$ cat config.mk
export PLATFORM = sky130hd
export DESIGN_NAME = iob_irq_ctrl
export DESIGN_NICKNAME = d
export VERILOG_FILES = /design/src/rtl/iob_irq_ctrl.sv
export SDC_FILE = /design/constraint.sdc
export NUM_CORES = 1
export LEC_CHECK = 0
export BUFFER_PORTS_ARGS = -buffer_cell sky130_fd_sc_hd__buf_2
export CAP_MARGIN = 20
export CELL_PAD_IN_SITES_DETAIL_PLACEMENT = 0
export CELL_PAD_IN_SITES_GLOBAL_PLACEMENT = 1
export CORE_MARGIN = 4
export CORE_UTILIZATION = 30
export DETAILED_ROUTE_END_ITERATION = 10
export PLACE_DENSITY = 0.57
export SLEW_MARGIN = 20
export SYNTH_ARGS = -nofsm -noshare
export SYNTH_HDL_FRONTEND = slang
export SYNTH_SLANG_ARGS = --single-unit
$ cat constraint.sdc
create_clock -name clk_i -period 12.9 [get_ports clk_i]
set_clock_uncertainty 0.15 [all_clocks]
set_input_delay 3.87 -clock clk_i [delete_from_list [all_inputs] [get_ports clk_i]]
set_output_delay 3.87 -clock clk_i [all_outputs]
set_load 0.01 [all_outputs]
$ cat src/rtl/iob_irq_ctrl.sv
// Parametrised platform-level interrupt controller on an IOb slave port.
// Optional `IOB_IRQ_CTRL_SYNC_EN adds a 2-flop synchroniser on src before the gateways.
module iob_irq_ctrl #(
  parameter int ADDR_W      = 16,
  parameter int DATA_W      = 32,
  parameter int SOURCES     = 8,
  parameter int TARGETS     = 2,
  parameter int PRIO_W      = 3,
  parameter int MAX_PENDING = 8
) (
  input  logic                  clk_i,
  input  logic                  arst_n_i,
  input  logic                  cke_i,
  input  logic                  iob_avalid,
  input  logic [ADDR_W-1:0]     iob_addr,
  input  logic [DATA_W-1:0]     iob_wdata,
  input  logic [DATA_W/8-1:0]   iob_wstrb,
  output logic                  iob_rvalid,
  output logic [DATA_W-1:0]     iob_rdata,
  output logic                  iob_ready,
  input  logic [SOURCES-1:0]    src,
  output logic [TARGETS-1:0]    irq
);

  localparam int ID_W  = $clog2(SOURCES + 1);
  localparam int CNT_W = $clog2(MAX_PENDING + 1);

  logic [SOURCES:1] src_s;

`ifdef IOB_IRQ_CTRL_SYNC_EN
  logic [SOURCES:1] sync_q1, sync_q2;

  always_ff @(posedge clk_i or negedge arst_n_i) begin
    if (!arst_n_i) begin
      sync_q1 <= '0;
      sync_q2 <= '0;
    end else if (cke_i) begin
      sync_q1 <= src;
      sync_q2 <= sync_q1;
    end
  end

  assign src_s = sync_q2;
`else
  assign src_s = src;
`endif

  // Source-indexed vectors keep bit 0 permanently zero so ID 0 means "none".
  logic [PRIO_W-1:0] prio_q [1:SOURCES];
  logic [CNT_W-1:0]  cnt_q  [1:SOURCES];
  logic [CNT_W-1:0]  cnt_d  [1:SOURCES];
  logic [SOURCES:0]  edge_q, pend_q, pend_d, infl_q, infl_d;
  logic [SOURCES:1]  src_prev_q;
  logic [SOURCES:0]  en_q        [TARGETS];
  logic [PRIO_W-1:0] thr_q       [TARGETS];
  logic [ID_W-1:0]   best_id_q   [TARGETS];
  logic [PRIO_W-1:0] best_prio_q [TARGETS];
  logic [ID_W-1:0]   best_id_d   [TARGETS];
  logic [PRIO_W-1:0] best_prio_d [TARGETS];

  logic              wr_en, rd_en, in_map, claim_hit, claim_go, compl_go;
  logic [7:0]        word;
  logic [ID_W-1:0]   cid;
  logic [DATA_W-1:0] rd_mux;
  logic              unused_addr;

  assign iob_ready   = 1'b1;
  assign wr_en       = iob_avalid && (iob_wstrb == '1);
  assign rd_en       = iob_avalid && (iob_wstrb == '0);
  assign word        = iob_addr[9:2];
  assign in_map      = (iob_addr >> 10) == '0;
  assign unused_addr = ^iob_addr[1:0];
  assign claim_go    = rd_en && claim_hit;
  assign compl_go    = wr_en && claim_hit;

  // Register read mux and claim decode. A stale best_id whose source is no
  // longer pending (e.g. claimed the cycle before) is reported as 0.
  always_comb begin
    rd_mux    = '0;
    claim_hit = 1'b0;
    cid       = '0;
    if (in_map) begin
      for (int s = 1; s <= SOURCES; s++)
        if (word == 8'(s)) rd_mux[PRIO_W-1:0] = prio_q[s];
      if (word == 8'd32) rd_mux[SOURCES:0] = pend_q;
      if (word == 8'd33) rd_mux[SOURCES:0] = edge_q;
      for (int t = 0; t < TARGETS; t++) begin
        if (word == 8'(64 + t))      rd_mux[SOURCES:0]  = en_q[t];
        if (word == 8'(128 + 2 * t)) rd_mux[PRIO_W-1:0] = thr_q[t];
        if (word == 8'(129 + 2 * t)) begin
          claim_hit        = 1'b1;
          cid              = pend_q[best_id_q[t]] ? best_id_q[t] : '0;
          rd_mux[ID_W-1:0] = cid;
        end
      end
    end
  end

  // Gateways: in-flight tracking, edge counters and next pending state.
  always_comb begin
    infl_d = infl_q;
    pend_d = '0;
    cnt_d  = cnt_q;
    for (int s = 1; s <= SOURCES; s++) begin
      logic claim_s, compl_s, rise;
      claim_s   = claim_go && (cid == ID_W'(s));
      compl_s   = compl_go && (iob_wdata == DATA_W'(s)) && infl_q[s];
      rise      = src_s[s] && !src_prev_q[s];
      infl_d[s] = (infl_q[s] && !compl_s) || claim_s;
      if (!edge_q[s])
        cnt_d[s] = '0;
      else if (rise && !claim_s)
        cnt_d[s] = (cnt_q[s] == CNT_W'(MAX_PENDING)) ? cnt_q[s] : cnt_q[s] + CNT_W'(1);
      else if (!rise && claim_s && cnt_q[s] != '0)
        cnt_d[s] = cnt_q[s] - CNT_W'(1);
      else
        cnt_d[s] = cnt_q[s];
      pend_d[s] = (edge_q[s] ? (cnt_d[s] != '0) : src_s[s]) && !infl_d[s];
    end
    infl_d[0] = 1'b0;
  end

  // Per-target arbitration; strict compare in ascending ID order breaks ties low.
  always_comb begin
    for (int t = 0; t < TARGETS; t++) begin
      best_id_d[t]   = '0;
      best_prio_d[t] = '0;
      for (int s = 1; s <= SOURCES; s++) begin
        if (pend_q[s] && en_q[t][s] && prio_q[s] > best_prio_d[t]) begin
          best_prio_d[t] = prio_q[s];
          best_id_d[t]   = ID_W'(s);
        end
      end
    end
  end

  always_comb begin
    irq = '0;
    for (int t = 0; t < TARGETS; t++) irq[t] = best_prio_q[t] > thr_q[t];
  end

  always_ff @(posedge clk_i or negedge arst_n_i) begin
    if (!arst_n_i) begin
      edge_q     <= '0;
      pend_q     <= '0;
      infl_q     <= '0;
      src_prev_q <= '0;
      iob_rvalid <= 1'b0;
      iob_rdata  <= '0;
      for (int s = 1; s <= SOURCES; s++) begin
        prio_q[s] <= '0;
        cnt_q[s]  <= '0;
      end
      for (int t = 0; t < TARGETS; t++) begin
        en_q[t]        <= '0;
        thr_q[t]       <= '0;
        best_id_q[t]   <= '0;
        best_prio_q[t] <= '0;
      end
    end else if (cke_i) begin
      pend_q     <= pend_d;
      infl_q     <= infl_d;
      src_prev_q <= src_s;
      iob_rvalid <= rd_en;
      if (rd_en) iob_rdata <= rd_mux;
      for (int s = 1; s <= SOURCES; s++) cnt_q[s] <= cnt_d[s];
      for (int t = 0; t < TARGETS; t++) begin
        best_id_q[t]   <= best_id_d[t];
        best_prio_q[t] <= best_prio_d[t];
      end
      if (wr_en && in_map) begin
        for (int s = 1; s <= SOURCES; s++)
          if (word == 8'(s)) prio_q[s] <= iob_wdata[PRIO_W-1:0];
        if (word == 8'd33) edge_q <= {iob_wdata[SOURCES:1], 1'b0};
        for (int t = 0; t < TARGETS; t++) begin
          if (word == 8'(64 + t))      en_q[t]  <= {iob_wdata[SOURCES:1], 1'b0};
          if (word == 8'(128 + 2 * t)) thr_q[t] <= iob_wdata[PRIO_W-1:0];
        end
      end
    end
  end

endmodule
* Yosys cells after proc, flatten, opt, wreduce, memory -nomap -nowiden
Cells that the tools add are included.
Cells by class: magnitude comparators 19, reduce and logical (&&, ||, !) cells 189, muxes and demuxes 101, equality and inequality tests 41, add/sub/neg operators 16
Operators by type and width (number):
- $mux W4 | 53
- $eq A32 B3 Y1 const B | 4
- $logic_and A1 B1 Y1 | 109
- $mux W3 | 26
- $eq A32 B2 Y1 const B | 2
- $reduce_bool A4 Y1 | 16
- $gt A3 B3 Y1 | 16
- $mux W9 | 5
- $eq A4 B4 Y1 const B | 10
- $logic_not A1 Y1 | 40
- $reduce_and A3 Y1 | 13
- $add A4 B1 Y4 const B | 8
- $eq A32 B1 Y1 const B | 1
- $eq A32 B4 Y1 const B | 1
- $eq A8 B3 Y1 const B | 4
- $eq A8 B8 Y1 const B | 4
- $sub A4 B1 Y4 const B | 8
- $eq A4 B3 Y1 const B | 4
- $eq A8 B2 Y1 const B | 2
- $eq A8 B6 Y1 const B | 2
- $eq A8 B7 Y1 const B | 2
- $logic_not A16 Y1 | 1
- $mux W1 | 15
- $lt A4 B5 Y1 const B | 2
- other kinds (9) | 18
Word-level totals: logic and storage cells 396, output and inout bits 36, flip-flop bits (word level) 134, input port bits 64

* Depth between registers and ports, before layout
Gate-level depths: netlist of the first run.
word-level depth 24, mapped depth 49, gate-level depth less buffers 48

* Worst setup path after synthesis of the first run
OpenSTA, ideal clock, no wires.
path type register to register, start register pend_q[1], end register best_prio_q[5] (netlist bit), path buffers 1, library setup time 0.077 ns, stages on the path, launching flop included 48, data arrival time 9.292 ns, required time 12.673 ns, setup slack 3.381 ns, clock period less this slack 9.519 ns, cell sequence dfrtp_1 buf_2 and3_1 inv_1 ha_1 o211a_1 o31ai_1 nor2_1 o21ai_0 inv_1 ha_1 nand2_1 nor4_1 or3_4 nor2_4 mux2i_1 inv_1 ha_1 [... 12 more ...] ha_1 nor3_1 o221ai_1 and3_1 a21o_1 ha_1 nor2b_1 o21ai_0 nand2b_1 and4_1 and2_1 a21oi_1 ha_1 nor2b_1 o21a_1 o2111ai_1 mux2_2 a21oi_1
On the way: cells in the longest elaborated chain, start to end 24
RTL lines:
- from (decl) | line 52 | logic [SOURCES:0] edge_q, pend_q, pend_d, infl_q, infl_d;
- from (signal assigned) | line 161 | pend_q <= pend_d;
- $logic_and A1 B1 Y1 (*) (2 in series) | line 129 | if (pend_q[s] && en_q[t][s] && prio_q[s] > best_prio_d[t]) begin
- $mux W3 (*) | line 129
- $gt A3 B3 Y1 | line 129
- $logic_and A1 B1 Y1 | line 129
- $mux W3 (*) | line 129
- $gt A3 B3 Y1 | line 129
- $logic_and A1 B1 Y1 | line 129
- $mux W3 (*) | line 129
- [... 7 more ...]
- $logic_and A1 B1 Y1 | line 129
- $mux W3 (*) | line 129
- $gt A3 B3 Y1 | line 129
- $logic_and A1 B1 Y1 | line 129
- $mux W3 (*) | line 129
- $gt A3 B3 Y1 | line 129
- $logic_and A1 B1 Y1 | line 129
- $mux W3 (*) | line 129
- to (signal, indexed assignment) | line 169 | best_prio_q[t] <= best_prio_d[t];
- to (decl) | line 57 | logic [PRIO_W-1:0] best_prio_q [TARGETS];
Mark *: on every way between the ends. The rest lies on a longest branch, timed or not. A chain may end at the register's enable or synchronous reset.

* Worst setup path after layout of the first run
start register en_q[10] (netlist bit), end register best_prio_q[5] (netlist bit)
On the way: cells in the longest elaborated chain, start to end 24
RTL lines:
- from (decl) | line 54 | logic [SOURCES:0] en_q [TARGETS];
- from (signal, indexed assignment) | line 176 | if (word == 8'(64 + t)) en_q[t] <= {iob_wdata[SOURCES:1], 1'b0};
- $logic_and A1 B1 Y1 (*) (2 in series) | line 129
- $mux W3 (*) | line 129
- $gt A3 B3 Y1 | line 129
- $logic_and A1 B1 Y1 | line 129
- $mux W3 (*) | line 129
- $gt A3 B3 Y1 | line 129
- $logic_and A1 B1 Y1 | line 129
- $mux W3 (*) | line 129
- [... 7 more ...]
- $logic_and A1 B1 Y1 | line 129
- $mux W3 (*) | line 129
- $gt A3 B3 Y1 | line 129
- $logic_and A1 B1 Y1 | line 129
- $mux W3 (*) | line 129
- $gt A3 B3 Y1 | line 129
- $logic_and A1 B1 Y1 | line 129
- $mux W3 (*) | line 129
Marks and branches as above.

==> reports/summary.json, run 1 <==
{
  "synth.most_common_cell": "sky130_fd_sc_hd__dfrtp_1",
  "synth_commonest_cells": "134 x sky130_fd_sc_hd__dfrtp_1, 126 x sky130_fd_sc_hd__nand2_1, 80 x sky130_fd_sc_hd__nor2_1",
  "hpwl_um": 25100,
  "via_count_of_the_first_global_routing_pass": 8773,
  "grt_use_total_pct": 18.2,
  "cp_data_required_time_ns": 13.11,
  "postCtsSetupBuffers": 0,
  "cts_buffer_depth": 2,
  "synth_top_cell_area_share_pct": 33.1,
  "worstMarginPinSlew_ns": 1.02,
  "remaining_drc_errors": 0,
  "drt-total-wl_um": 33200,
  "power_density_nw_per_um2": 90.4,
  "post-route-min-period_ns": 11.35,
  "sw_frac_of_total_pct": 26.3,
  "drtAntennaViolNets": 0,
  "netlist_top_cells_area": "sky130_fd_sc_hd__dfrtp_1 33%, sky130_fd_sc_hd__mux2_2 6.9%, sky130_fd_sc_hd__ha_1 6.1%",
  "htreeDepth": 4,
  "cts_hold_buf": 0,
  "criticalPathCategory": "register to register",
  "layout_worst_path_cycle_share_pct": 88.0,
  "drt-wirelength-per-cell_um": 19.8,
  "comb_power_share_pct": 7.6,
  "p_int_w": 0.000762,
  "antenna_violations_before_repair": 1,
  "clock_power_share_pct": 49.8,
  "overflow": 0,
  "cpMostUsedCell": "sky130_fd_sc_hd__ha_1",
  "antenna_cells": 0,
  "final_cell_area_um2": 11400,
  "drt-pass1-iter-count": 5,
  "async_reset_ff_share_pct": 100,
  "final_net_count": 1325,
  "floorplan.io_pins": 100,
  "maxCapViolCount": 0,
  "reg2regPathDepth": 43,
  "synth.yosys.warnings": 0,
  "chipHeight_um": 192,
  "route.detailed.vias_per_inst": 5.45,
  "cts_tree": "built",
  "critPathCaptureType": "register",
  "core_area_um2": 33400,
  "netlist_instances": 1159,
  "critPathSlowestCell": "sky130_fd_sc_hd__o2111ai_1",
  "post_synth_num_cell_types": 101,
  "clkTransAtPathRegs_ns": 0.06,
  "run_status": "completed",
  "cell_type_with_the_largest_total_area_after_synthesis": "sky130_fd_sc_hd__dfrtp_1",
  "clock-sinks": 134,
  "tritoncts.num_buffers": 17,
  "startpoint_type": "register",
  "worst_path_fanout_max": 7,
  "cell_area_after_technology_mapping_um2": 10100,
  "numPortBuffers": 73,
  "leakage_power_nw": 4.82,
  "synthToLayoutAreaGrowth_pct": 13.0,
  "num_rows": 67,
  "vdd_drop_max_mv": 0.0676,
  "sum_neg_setup_slack_ns": 0,
  "slew-limit-headroom_pct": 31.7,
  "hold_depth": 2,
  "timing.fmax_mhz": 88.1,
  "detailedRoute.firstIterationViolations": 639,
  "place_congestion": 0.870,
  "dieArea_um2": 36800,
  "clk_root_buffer_cell": "sky130_fd_sc_hd__clkbuf_16",
  "postPlaceCellArea_um2": 10800,
  "hp-class": "register to register",
  "synth.avg_cell_area_um2": 8.74,
  "detailroute.via_count": 9119,
  "report.final.slew_viol_count": 0,
  "seqPwrFrac_pct": 42.6,
  "clkLatencyLatePin_ns": 0.43,
  "setup_viol_count_final": 0,
  "layout_cell_share_with_drive_strength_beyond_1_pct": 16.7,
  "synth_enable_flop_cells": 0,
  "post_cts_resized": 0,
  "total_switching_power_w": 0.000272,
  "floorplan.initialDensity_pct": 30.3,
  "critical-path-max-stage-delay_ns": 0.60,
  "die_width_um": 192,
  "timing.critical_path.arrival_ns": 11.56,
  "grt_setup_unrepaired": "false",
  "synth_seq_cells": 134,
  "grt_first_pass_wirelength_um": 52000,
  "seq_area_frac_synth_pct": 33.1,
  "hold_viol_final": 0,
  "dominantRegCellSynth": "sky130_fd_sc_hd__dfrtp_1",
  "pin_count_of_the_biggest_net_entering_global_routing": 85
}
## cell families after synthesis
family | count (synthesis) | synth area share, %
adder cells (fa/ha/maj) | 52 | 6.35
multiplexers | 76 | 8.85
AND/OR/NAND/NOR | 420 | 21.3
buffers and inverters | 135 | 6.04
other | 2 | 0.0742
XOR/XNOR | 20 | 1.73
flip-flops | 134 | 33.1
AO/OA/AOI/OAI | 320 | 22.5
## final timing paths
path	start	endpoint	slack (ns)
setup / recovery	en_q[10]	best_prio_q[5]	1.55
hold / removal	iob_rdata[4]	iob_rdata[4]	0.32
setup reg to reg	en_q[10]	best_prio_q[5]	1.55
hold reg to reg	iob_rdata[4]	iob_rdata[4]	0.32
max in group asynchronous	arst_n_i	best_prio_q[1]	8.00
min in group asynchronous	arst_n_i	src_prev_q[7]	3.36
## layout by cell type (no fill, tap or decap), types with 10 or more instances in the layout
master and count:
sky130_fd_sc_hd__nand3_1 50, sky130_fd_sc_hd__xnor2_1 17, sky130_fd_sc_hd__nor2_1 80, sky130_fd_sc_hd__conb_1 24, sky130_fd_sc_hd__ha_1 49, sky130_fd_sc_hd__nor3_1 19
sky130_fd_sc_hd__o2bb2ai_1 10, sky130_fd_sc_hd__and2_1 12, sky130_fd_sc_hd__a21o_1 16, sky130_fd_sc_hd__nand4_1 18, sky130_fd_sc_hd__and3_1 28, sky130_fd_sc_hd__nor4_1 16
sky130_fd_sc_hd__a31oi_1 21, sky130_fd_sc_hd__buf_2 71, sky130_fd_sc_hd__o21ai_0 71, sky130_fd_sc_hd__mux2_2 62, sky130_fd_sc_hd__a21oi_1 41, sky130_fd_sc_hd__clkbuf_16 17
sky130_fd_sc_hd__nor2b_1 11, sky130_fd_sc_hd__nand2b_1 11, sky130_fd_sc_hd__a221oi_1 11, sky130_fd_sc_hd__nand2_1 126, sky130_fd_sc_hd__o2111ai_1 10, sky130_fd_sc_hd__o21a_1 12
sky130_fd_sc_hd__o22ai_1 19, sky130_fd_sc_hd__o31ai_1 10, sky130_fd_sc_hd__dfrtp_1 134, sky130_fd_sc_hd__inv_1 69
## sequential cells by signal (all words and copies together) (netlist names)
name	count
best_prio_q	6
en_q	16
thr_q	6
prio_q	24
edge_q	8
best_id_q	8
iob_rvalid	1
infl_q	8
pend_q	8
cnt_q	32
src_prev_q	8
iob_rdata	9
## metal layers
layer	track usage (%)	vias to the layer above	part of all wire, %	wire, um
li1	-	4411	-	-
met1	25.4	4444	47	15700
met2	29.8	229	47	15500
met3	2.42	33	4.1	1350
met4	4.61	2	1.8	605
met5	0	-	0.021	7
## power groups by stage
stage          Clock (W)  Combinational (W)  Sequential (W)
2_1_floorplan          0          0.0000514        0.000441
3_3_place_gp           0          0.0000790        0.000448
3_5_place_dp           0          0.0000790        0.000449
4_1_cts         0.000527          0.0000793        0.000441
5_1_grt         0.000546          0.0000883        0.000442
6_report        0.000515          0.0000784        0.000441
## worst max-delay path, delay by kind of cell (launching register included)
family	cells	cell delay, ns
flip-flops	1	0.49
AO/OA/AOI/OAI	13	3.71
multiplexers	3	1.15
adder cells (fa/ha/maj)	8	2.49
buffers and inverters	2	0.23
AND/OR/NAND/NOR	17	3.07
## final cells by class
class | instances | area, um2
Fill cell | 3477 | 22000
Multi-Input combinational cell | 912 | 6260
Sequential cell | 134 | 3350
Tap cell | 448 | 561
Clock buffer | 18 | 429
Timing Repair Buffer | 77 | 404
Inverter | 70 | 263
Clock inverter | 14 | 175
## per-stage QoR
stage	hold WS, ns	power (W)	setup slack, ns	utilization [%]	instances
detailed placement	0.317	0.000528	1.45	32.4	1641
finish	0.324	0.00103	1.55	34.2	1673
global placement	0.317	0.000527	1.61	32.4	1641
floorplan	0.306	0.000492	3.38	-	1181
global route	0.365	0.00108	0.484	34.2	1673
CTS	0.331	0.00105	1.41	34.2	1673
Note: power is estimated with default switching activity, not from simulation.
==> run 2: changes to the inputs <==
==> config.mk (replaced) <==
export PLATFORM = sky130hd
export DESIGN_NAME = iob_irq_ctrl
export DESIGN_NICKNAME = d
export VERILOG_FILES = /design/src/rtl/iob_irq_ctrl.sv
export SDC_FILE = /design/constraint.sdc
export NUM_CORES = 1
export LEC_CHECK = 0
export CAP_MARGIN = 20
export CELL_PAD_IN_SITES_DETAIL_PLACEMENT = 0
export CELL_PAD_IN_SITES_GLOBAL_PLACEMENT = 1
export CORE_MARGIN = 4
export CORE_UTILIZATION = 50
export DETAILED_ROUTE_END_ITERATION = 10
export DONT_BUFFER_PORTS = 1
export PLACE_DENSITY = 0.82
export SLEW_MARGIN = 20
export SYNTH_ARGS = -nofsm -noshare
export SYNTH_HDL_FRONTEND = slang
export SYNTH_SLANG_ARGS = --single-unit
==> run 2 against run 1 <==
Power decreased by 6.8%. Highest routed layer is now met4. Worst setup slack better by 0.17 ns. Die area fell by 39%. Non-clock buffer count shrank 74. Critical path depth up 1. Register-to-register slack gained 0.17 ns.
==> reports/summary.json, run 2 (same netlist as run 1, synthesis figures left out) <==
{
  "detailroute.via_count": {"value": 8953, "change": "was 9119"},
  "floorplan.io_pins": {"value": 100, "change": "unchanged"},
  "grt_first_pass_wirelength": {"value": 45800, "unit": "um", "change": "was 52000 um"},
  "chipHeight": {"value": 150, "unit": "um", "change": "was 192 um"},
  "grt_setup_unrepaired": {"value": "false", "change": "unchanged"},
  "die_width": {"value": 150, "unit": "um", "change": "was 192 um"},
  "detailedRoute.firstIterationViolations": {"value": 668, "change": "was 639"},
  "timing.fmax": {"value": 89.4, "unit": "MHz", "change": "was 88.1 MHz"},
  "drt-wirelength-per-cell": {"value": 20.4, "unit": "um", "change": "was 19.8 um"},
  "drt-total-wl": {"value": 28900, "unit": "um", "change": "was 33200 um"},
  "clk_root_buffer_cell": {"value": "sky130_fd_sc_hd__clkbuf_16", "change": "unchanged"},
  "report.final.slew_viol_count": {"value": 0, "change": "unchanged"},
  "clock_power_share": {"value": 49.5, "unit": "%", "change": "was 49.8%"},
  "layout_worst_path_cycle_share": {"value": 86.7, "unit": "%", "change": "was 88.0%"},
  "comb_power_share": {"value": 4.7, "unit": "%", "change": "was 7.6%"},
  "most_flops_register": {"value": "cnt_q", "change": "unchanged"},
  "seqPwrFrac": {"value": 45.8, "unit": "%", "change": "was 42.6%"},
  "hold_viol_final": {"value": 0, "change": "unchanged"},
  "antenna_violations_before_repair": {"value": 0, "change": "was 1"},
  "layout_cell_share_with_drive_strength_beyond_1": {"value": 11.3, "unit": "%", "change": "was 16.7%"},
  "core_area": {"value": 19700, "unit": "um2", "change": "was 33400 um2"},
  "slew-limit-headroom": {"value": 35.2, "unit": "%", "change": "was 31.7%"},
  "antenna_cells": {"value": 0, "change": "unchanged"},
  "sum_neg_setup_slack": {"value": 0, "unit": "ns", "change": "unchanged"},
  "cts_hold_buf": {"value": 0, "change": "unchanged"},
  "htreeDepth": {"value": 4, "change": "unchanged"},
  "floorplan.initialDensity": {"value": 51.4, "unit": "%", "change": "was 30.3%"},
  "route.detailed.vias_per_inst": {"value": 6.32, "change": "was 5.45"},
  "post-route-min-period": {"value": 11.18, "unit": "ns", "change": "was 11.35 ns"},
  "critPathSlowestCell": {"value": "sky130_fd_sc_hd__o2111ai_1", "change": "unchanged"},
  "numPlacedInstances": {"value": 1384, "change": "was 1641"},
  "leakage_power": {"value": 4.51, "unit": "nW", "change": "was 4.82 nW"},
  "hpwl": {"value": 21500, "unit": "um", "change": "was 25100 um"},
  "startpoint_of_the_worst_register_to_register_path": {"value": "pend_q[1]", "change": "was en_q[10]"},
  "post_cts_resized": {"value": 0, "change": "unchanged"},
  "pin_count_of_the_biggest_net_entering_global_routing": {"value": 135, "change": "was 85"},
  "setup_viol_count_final": {"value": 0, "change": "unchanged"},
  "place_congestion": {"value": 0.911, "change": "was 0.870"},
  "p_int": {"value": 0.000735, "unit": "W", "change": "was 0.000762 W"},
  "dieArea": {"value": 22600, "unit": "um2", "change": "was 36800 um2"},
  "startpoint_type": {"value": "register", "change": "unchanged"},
  "cpMostUsedCell": {"value": "sky130_fd_sc_hd__ha_1", "change": "unchanged"},
  "r2r_setup_slk": {"value": 1.72, "unit": "ns", "change": "was 1.55 ns"},
  "cts_tree": {"value": "built", "change": "unchanged"},
  "holdPathEnd": {"value": "infl_q[4]", "change": "was iob_rdata[4]"},
  "worst_r2r_dst": {"value": "best_prio_q[4]", "change": "was best_prio_q[5]"},
  "overflow": {"value": 0, "change": "unchanged"},
  "remaining_drc_errors": {"value": 0, "change": "unchanged"},
  "hp-class": {"value": "register to register", "change": "unchanged"},
  "run_status": {"value": "completed", "change": "unchanged"},
  "tritoncts.num_buffers": {"value": 17, "change": "unchanged"},
  "cts_buffer_depth": {"value": 2, "change": "unchanged"},
  "layout.cells.non_filler": {"value": 1416, "change": "was 1673"},
  "sw_frac_of_total": {"value": 23.7, "unit": "%", "change": "was 26.3%"},
  "worstMarginPinSlew": {"value": 0.968, "unit": "ns", "change": "was 1.02 ns"},
  "synthToLayoutAreaGrowth": {"value": 6.63, "unit": "%", "change": "was 13.0%"},
  "layout_commonest_cell": {"value": "sky130_fd_sc_hd__dfrtp_1", "change": "unchanged"},
  "cp_data_required_time": {"value": 13.05, "unit": "ns", "change": "was 13.11 ns"},
  "final_net_count": {"value": 1251, "change": "was 1325"},
  "reg2regPathDepth": {"value": 44, "change": "was 43"},
  "critPathCaptureType": {"value": "register", "change": "unchanged"},
  "clkLatencyLatePin": {"value": 0.43, "unit": "ns", "change": "about the same"},
  "total_switching_power": {"value": 0.000229, "unit": "W", "change": "was 0.000272 W"},
  "numPortBuffers": {"value": 0, "change": "was 73"},
  "biggestRegsByFlops": {"value": "cnt_q: 32 flops, prio_q: 24 flops, en_q: 16 flops", "change": "unchanged"},
  "via_count_of_the_first_global_routing_pass": {"value": 8536, "change": "was 8773"},
  "final_cell_mix": {"value": "134 x sky130_fd_sc_hd__dfrtp_1, 126 x sky130_fd_sc_hd__nand2_1, 80 x sky130_fd_sc_hd__nor2_1", "change": "unchanged"},
  "worst_path_fanout_max": {"value": 7, "change": "unchanged"},
  "clock-sinks": {"value": 134, "change": "unchanged"},
  "grt_use_total": {"value": 25.9, "unit": "%", "change": "was 18.2%"},
  "drt-pass1-iter-count": {"value": 5, "change": "unchanged"},
  "worst_min_delay_path_startpoint": {"value": "infl_q[4]", "change": "was iob_rdata[4]"},
  "filler_cell_count": {"value": 1821, "change": "was 3477"},
  "largest_register_ffs": {"value": 32, "change": "unchanged"},
  "drtAntennaViolNets": {"value": 0, "change": "unchanged"},
  "timing.critical_path.arrival": {"value": 11.33, "unit": "ns", "change": "was 11.56 ns"},
  "hold_depth": {"value": 2, "change": "unchanged"},
  "maxCapViolCount": {"value": 0, "change": "unchanged"},
  "postCtsSetupBuffers": {"value": 0, "change": "unchanged"},
  "vdd_drop_max": {"value": 0.0943, "unit": "mV", "change": "was 0.0676 mV"},
  "clkTransAtPathRegs": {"value": 0.06, "unit": "ns", "change": "about the same"},
  "power_density": {"value": 89.3, "unit": "nW/um2", "change": "was 90.4 nW/um2"},
  "num_rows": {"value": 51, "change": "was 67"},
  "criticalPathCategory": {"value": "register to register", "change": "unchanged"},
  "critical-path-max-stage-delay": {"value": 0.59, "unit": "ns", "change": "was 0.60 ns"}
}
==> run 2: cell types whose count changed in the layout (fill, tap and decap cells not counted), sizes merged <==
cell and delta:
buf -74, clkbuf +4, clkinvlp -3, bufinv -2
clkinv +2, inv -1
==> run 2: power by group through the flow <==
stage	Sequential, W	Clock, W	Combinational (W)
after global routing	0.000442	0.000504	0.0000506
final	0.000441	0.000477	0.0000457
after CTS	0.000441	0.000485	0.0000453
after global placement	0.000448	0	0.0000446
after floorplan	0.000441	0	0.0000514
after detailed placement	0.000448	0	0.0000450
==> run 2: critical path, delay by kind of cell (launching register included) <==
kind	cells	cell delay (ns)
AOI/OAI and AO/OA	14	3.86
adders and majority gates	8	2.48
buffers and inverters	3	0.33
DFF	1	0.52
muxes	2	0.70
and+or+nand+nor	17	2.99
==> run 2: through the flow <==
stage / total power [W] / setup WS [ns] / utilization, % / area [um2] / hold slack [ns]
after floorplan: 0.000492 / 3.38 / - / 10200 / 0.306
after global placement: 0.000493 / 2.01 / 51.8 / 10200 / 0.324
after detailed placement: 0.000493 / 1.98 / 51.8 / 10200 / 0.323
after CTS: 0.000971 / 1.90 / 54.7 / 10800 / 0.348
after global routing: 0.000997 / 1.05 / 54.8 / 10800 / 0.360
final: 0.000964 / 1.72 / 54.8 / 10800 / 0.345
==> run 2: worst max path at each step <==
stage / start / end / slack (ns) / depth (start not counted)
3_3_place_gp: pend_q[1] / best_prio_q[4] / 2.01 / 46
6_report: pend_q[1] / best_prio_q[4] / 1.72 / 44
3_5_place_dp: pend_q[1] / best_prio_q[5] / 1.98 / 45
5_1_grt: pend_q[1] / best_prio_q[4] / 1.05 / 44
4_1_cts: pend_q[1] / best_prio_q[5] / 1.90 / 45
2_1_floorplan: pend_q[1] / best_prio_q[5] / 3.38 / 47
==> run 2: layer usage <==
metal / vias up / wire length (um) / track usage [%]
met5: - / 0 / 0
li1: 4265 / - / -
met1: 4365 / 12900 / 35.3
met2: 264 / 13100 / 40.0
met4: 0 / 1030 / 11.1
met3: 59 / 1840 / 5.42
==> run 2: cell type report <==
class	count	area (um2)	area share [%]
sequential	134	3350	31.1
clock inverter	10	93.8	0.869
multi-input combinational	912	6250	57.9
timing repair buffer	3	22.5	0.209
inverter	70	263	2.43
tap	265	332	3.07
clock buffer	22	484	4.48
==> run 3: changes to the inputs <==
--- a/config.mk
+++ b/config.mk
@@ -5,14 +5,15 @@
 export SDC_FILE = /design/constraint.sdc
 export NUM_CORES = 1
 export LEC_CHECK = 0
+export ABC_AREA = 1
 export CAP_MARGIN = 20
 export CELL_PAD_IN_SITES_DETAIL_PLACEMENT = 0
 export CELL_PAD_IN_SITES_GLOBAL_PLACEMENT = 1
 export CORE_MARGIN = 4
-export CORE_UTILIZATION = 50
+export CORE_UTILIZATION = 43
 export DETAILED_ROUTE_END_ITERATION = 10
 export DONT_BUFFER_PORTS = 1
-export PLACE_DENSITY = 0.82
+export PLACE_DENSITY = 0.78
 export SLEW_MARGIN = 20
 export SYNTH_ARGS = -nofsm -noshare
 export SYNTH_HDL_FRONTEND = slang
==> constraint.sdc (replaced) <==
create_clock -name clk_i -period 9.4 [get_ports clk_i]
set_clock_uncertainty 0.15 [all_clocks]
set_input_delay 2.82 -clock clk_i [delete_from_list [all_inputs] [get_ports clk_i]]
set_output_delay 2.82 -clock clk_i [all_outputs]
set_load 0.01 [all_outputs]
==> run 3 against run 2 <==
Flip-flop and latch count stayed put. Worst setup slack got worse by 0.76 ns. Sequential power is 33% higher. Maximum frequency up 32%. Utilization fell by 7.3 points. Routed wire length is 3.6% lower. Count of clock-buffer cells in the layout down 1. Register-to-register slack worse by 0.76 ns. Synthesized cell count up 20%. Design area decreased by 0.53%. Hold slack got worse by 0.015 ns.
==> reports/summary.json, run 3 <==
{
  "total_power": {"value": 0.00134, "unit": "W", "change": "was 0.000964 W"},
  "grt_use_total": {"value": 21.7, "unit": "%", "change": "was 25.9%"},
  "critPathCaptureType": {"value": "register", "change": "unchanged"},
  "netlist_instances": {"value": 1392, "change": "was 1159"},
  "layout_commonest_cell": {"value": "sky130_fd_sc_hd__nand2_1", "change": "was sky130_fd_sc_hd__dfrtp_1"},
  "overflow": {"value": 0, "change": "unchanged"},
  "critical-path-max-stage-delay": {"value": 0.48, "unit": "ns", "change": "was 0.59 ns"},
  "synth_enable_flop_cells": {"value": 0, "change": "unchanged"},
  "timing.fmax": {"value": 118, "unit": "MHz", "change": "was 89.4 MHz"},
  "cts_hold_buf": {"value": 0, "change": "unchanged"},
  "worst_path_fanout_max": {"value": 8, "change": "was 7"},
  "synth-simple-area-share": {"value": 28.0, "unit": "%", "change": "was 21.3%"},
  "htreeDepth": {"value": 4, "change": "unchanged"},
  "run_status": {"value": "completed", "change": "unchanged"},
  "most_flops_register": {"value": "cnt_q", "change": "unchanged"},
  "synth.avg_cell_area": {"value": 7.12, "unit": "um2", "change": "was 8.74 um2"},
  "holdWs": {"value": 0.330, "unit": "ns", "change": "was 0.345 ns"},
  "xor_xnor_share_of_the_synthesized_area": {"value": 1.68, "unit": "%", "change": "was 1.73%"},
  "sum_neg_setup_slack": {"value": 0, "unit": "ns", "change": "unchanged"},
  "final_cell_mix": {"value": "294 x sky130_fd_sc_hd__nand2_1, 181 x sky130_fd_sc_hd__o21ai_0, 180 x sky130_fd_sc_hd__inv_1", "change": "was 134 x sky130_fd_sc_hd__dfrtp_1, 126 x sky130_fd_sc_hd__nand2_1, 80 x sky130_fd_sc_hd__nor2_1"},
  "post-route-min-period": {"value": 8.45, "unit": "ns", "change": "was 11.18 ns"},
  "die_width": {"value": 160, "unit": "um", "change": "was 150 um"},
  "dieArea": {"value": 25500, "unit": "um2", "change": "was 22600 um2"},
  "largest_register_ffs": {"value": 32, "change": "unchanged"},
  "synth_seq_cells": {"value": 134, "change": "unchanged"},
  "layout.cells.non_filler": {"value": 1689, "change": "was 1416"},
  "clk_root_buffer_cell": {"value": "sky130_fd_sc_hd__clkbuf_16", "change": "unchanged"},
  "hold_viol_final": {"value": 0, "change": "unchanged"},
  "drtAntennaViolNets": {"value": 0, "change": "unchanged"},
  "report.final.slew_viol_count": {"value": 0, "change": "unchanged"},
  "synth_top_family_by_area": {"value": "simple AND/OR/NAND/NOR gates", "change": "was compound AO/OA/AOI/OAI gates"},
  "drt-pass1-iter-count": {"value": 5, "change": "unchanged"},
  "numPlacedInstances": {"value": 1649, "change": "was 1384"},
  "clkLatencyLatePin": {"value": 0.43, "unit": "ns", "change": "about the same"},
  "drt-wirelength-per-cell": {"value": 16.5, "unit": "um", "change": "was 20.4 um"},
  "clock-sinks": {"value": 134, "change": "unchanged"},
  "synth_commonest_cells": {"value": "294 x sky130_fd_sc_hd__nand2_1, 183 x sky130_fd_sc_hd__o21ai_0, 181 x sky130_fd_sc_hd__inv_1", "change": "was 134 x sky130_fd_sc_hd__dfrtp_1, 126 x sky130_fd_sc_hd__nand2_1, 80 x sky130_fd_sc_hd__nor2_1"},
  "async_reset_ff_share": {"value": 100, "unit": "%", "change": "unchanged"},
  "criticalPathCategory": {"value": "register to register", "change": "unchanged"},
  "netlist_top_cells_area": {"value": "sky130_fd_sc_hd__dfrtp_1 34%, sky130_fd_sc_hd__nand2_1 11%, sky130_fd_sc_hd__o21ai_0 9.2%", "change": "was sky130_fd_sc_hd__dfrtp_1 33%, sky130_fd_sc_hd__mux2_2 6.9%, sky130_fd_sc_hd__ha_1 6.1%"},
  "pin_count_of_the_biggest_net_entering_global_routing": {"value": 135, "change": "unchanged"},
  "place_congestion": {"value": 0.906, "change": "was 0.911"},
  "dominantRegCellSynth": {"value": "sky130_fd_sc_hd__dfrtp_1", "change": "unchanged"},
  "grt_first_pass_wirelength": {"value": 44900, "unit": "um", "change": "was 45800 um"},
  "drt-total-wl": {"value": 27900, "unit": "um", "change": "was 28900 um"},
  "cell_area_after_technology_mapping": {"value": 9910, "unit": "um2", "change": "was 10100 um2"},
  "cp_data_required_time": {"value": 9.57, "unit": "ns", "change": "was 13.05 ns"},
  "synthToLayoutAreaGrowth": {"value": 8.40, "unit": "%", "change": "was 6.63%"},
  "timing.critical_path.arrival": {"value": 8.62, "unit": "ns", "change": "was 11.33 ns"},
  "chipHeight": {"value": 160, "unit": "um", "change": "was 150 um"},
  "cell_type_with_the_largest_total_area_after_synthesis": {"value": "sky130_fd_sc_hd__dfrtp_1", "change": "unchanged"},
  "tritoncts.num_buffers": {"value": 17, "change": "unchanged"},
  "numPortBuffers": {"value": 0, "change": "unchanged"},
  "synth_top_cell_area_share": {"value": 33.8, "unit": "%", "change": "was 33.1%"},
  "yosys-mux-area-fraction": {"value": 0, "unit": "%", "change": "was 8.85%"},
  "detailedRoute.firstIterationViolations": {"value": 566, "change": "was 668"},
  "detailroute.via_count": {"value": 9055, "change": "was 8953"},
  "post_synth_num_cell_types": {"value": 57, "change": "was 101"},
  "critPathSlowestCell": {"value": "sky130_fd_sc_hd__dfrtp_1", "change": "was sky130_fd_sc_hd__o2111ai_1"},
  "hpwl": {"value": 21000, "unit": "um", "change": "was 21500 um"},
  "setup_viol_count_final": {"value": 0, "change": "unchanged"},
  "floorplan.io_pins": {"value": 100, "change": "unchanged"},
  "hp-class": {"value": "register to register", "change": "unchanged"},
  "via_count_of_the_first_global_routing_pass": {"value": 8301, "change": "was 8536"},
  "synth.most_common_cell": {"value": "sky130_fd_sc_hd__nand2_1", "change": "was sky130_fd_sc_hd__dfrtp_1"},
  "startpoint_type": {"value": "register", "change": "unchanged"},
  "cpMostUsedCell": {"value": "sky130_fd_sc_hd__nand2_1", "change": "was sky130_fd_sc_hd__ha_1"},
  "final_net_count": {"value": 1504, "change": "was 1251"},
  "leakage_power": {"value": 4.95, "unit": "nW", "change": "was 4.51 nW"},
  "num_rows": {"value": 55, "change": "was 51"},
  "vdd_drop_max": {"value": 0.109, "unit": "mV", "change": "was 0.0943 mV"},
  "maxCapViolCount": {"value": 0, "change": "unchanged"},
  "postLayoutCoreUtil": {"value": 47.4, "unit": "%", "change": "was 54.8%"},
  "layout_worst_path_cycle_share": {"value": 89.8, "unit": "%", "change": "was 86.7%"},
  "critPathBufInv": {"value": 7, "change": "was 3"},
  "floorplan.initialDensity": {"value": 43.8, "unit": "%", "change": "was 51.4%"},
  "synth_adder_area_share": {"value": 6.19, "unit": "%", "change": "was 6.35%"},
  "cts_buffer_depth": {"value": 2, "change": "unchanged"},
  "worstMarginPinSlew": {"value": 0.909, "unit": "ns", "change": "was 0.968 ns"},
  "cts_tree": {"value": "built", "change": "unchanged"},
  "slew-limit-headroom": {"value": 38.8, "unit": "%", "change": "was 35.2%"},
  "core_area": {"value": 22600, "unit": "um2", "change": "was 19700 um2"},
  "layout_cell_share_with_drive_strength_beyond_1": {"value": 10.1, "unit": "%", "change": "was 11.3%"},
  "route.detailed.vias_per_inst": {"value": 5.36, "change": "was 6.32"},
  "antenna_violations_before_repair": {"value": 0, "change": "unchanged"},
  "synth.yosys.warnings": {"value": 0, "change": "unchanged"},
  "biggestRegsByFlops": {"value": "cnt_q: 32 flops, prio_q: 24 flops, en_q: 16 flops", "change": "unchanged"},
  "antenna_cells": {"value": 0, "change": "unchanged"},
  "power_density": {"value": 125, "unit": "nW/um2", "change": "was 89.3 nW/um2"},
  "top_cell_family_by_delay_on_the_critical_path": {"value": "simple AND/OR/NAND/NOR gates", "change": "was compound AO/OA/AOI/OAI gates"},
  "remaining_drc_errors": {"value": 0, "change": "unchanged"},
  "clkTransAtPathRegs": {"value": 0.06, "unit": "ns", "change": "about the same"},
  "synth-compound-area-share": {"value": 19.6, "unit": "%", "change": "was 22.5%"},
  "seq_area_frac_synth": {"value": 33.8, "unit": "%", "change": "was 33.1%"}
}
## run 3: worst min-delay path: stages, from the launching register on
cell and delay [ns]:
sky130_fd_sc_hd__dfrtp_1 0.34, sky130_fd_sc_hd__nand2_1 0.05, sky130_fd_sc_hd__nand2_1 0.05
## run 3: routing by layer
layer	part of all wire, %	up-vias	track usage, %
met5	0	-	0
met4	2.6	0	6.61
met3	6.2	45	4.44
met2	44	259	33.6
met1	47	4138	30.9
li1	-	4613	-
## run 3: power breakdown
group | internal (W) | total (W) | switching [W] | leakage [nW]
Combinational | 0.0000146 | 0.0000559 | 0.0000413 | 2.85
Clock | 0.000432 | 0.000703 | 0.000271 | 0.290
Sequential | 0.000582 | 0.000585 | 0.00000301 | 1.81
## run 3: layout make-up
cell class | instances | area (um2)
fillers | 2302 | 11900
clock inverters | 11 | 149
repair buffers | 10 | 75.1
flip-flops and latches | 134 | 3350
inverters | 200 | 752
well taps | 285 | 357
clock buffers | 21 | 460
multi-input cells | 1028 | 5590
## run 3: what timing repair did
item,4_1_cts,5_1_grt
setup endpoints to repair,0,11
endpoints found under the hold margin,0,0
setup buffers,0,8
resized for setup,0,5
## run 3: through the flow
| stage | instance area (um2) | setup slack (ns) |
|---|---|---|
| 2_1_floorplan | 9990 | 2.06 |
| 3_3_place_gp | 10100 | 0.915 |
| 3_5_place_dp | 10100 | 0.810 |
| 4_1_cts | 10700 | 0.740 |
| 5_1_grt | 10700 | -0.00245 |
| 6_report | 10700 | 0.955 |
## run 3: cell families (layout without fill, tap and decap cells)
logic type	after synthesis	in the layout
xor+xnor	19	19
other cells	2	24
buf+inv	252	242
fa+ha+maj	49	49
compound gates	344	344
flops	134	134
simple gates	592	592
## run 3: path summary, 6_finish.rpt
| check | startpoint | to | slack, ns | cells after the start |
|---|---|---|---|---|
| setup / recovery | prio_q[23] | best_prio_q[3] | 0.95 | 52 |
| hold / removal | best_prio_q[3] | best_prio_q[3] | 0.33 | 2 |
| setup reg to reg | prio_q[23] | best_prio_q[3] | 0.95 | 52 |
| hold reg to reg | best_prio_q[3] | best_prio_q[3] | 0.33 | 2 |
| max in group asynchronous | arst_n_i | pend_q[1] | 6.93 | 0 |
| min in group asynchronous | arst_n_i | prio_q[5] | 1.93 | 0 |
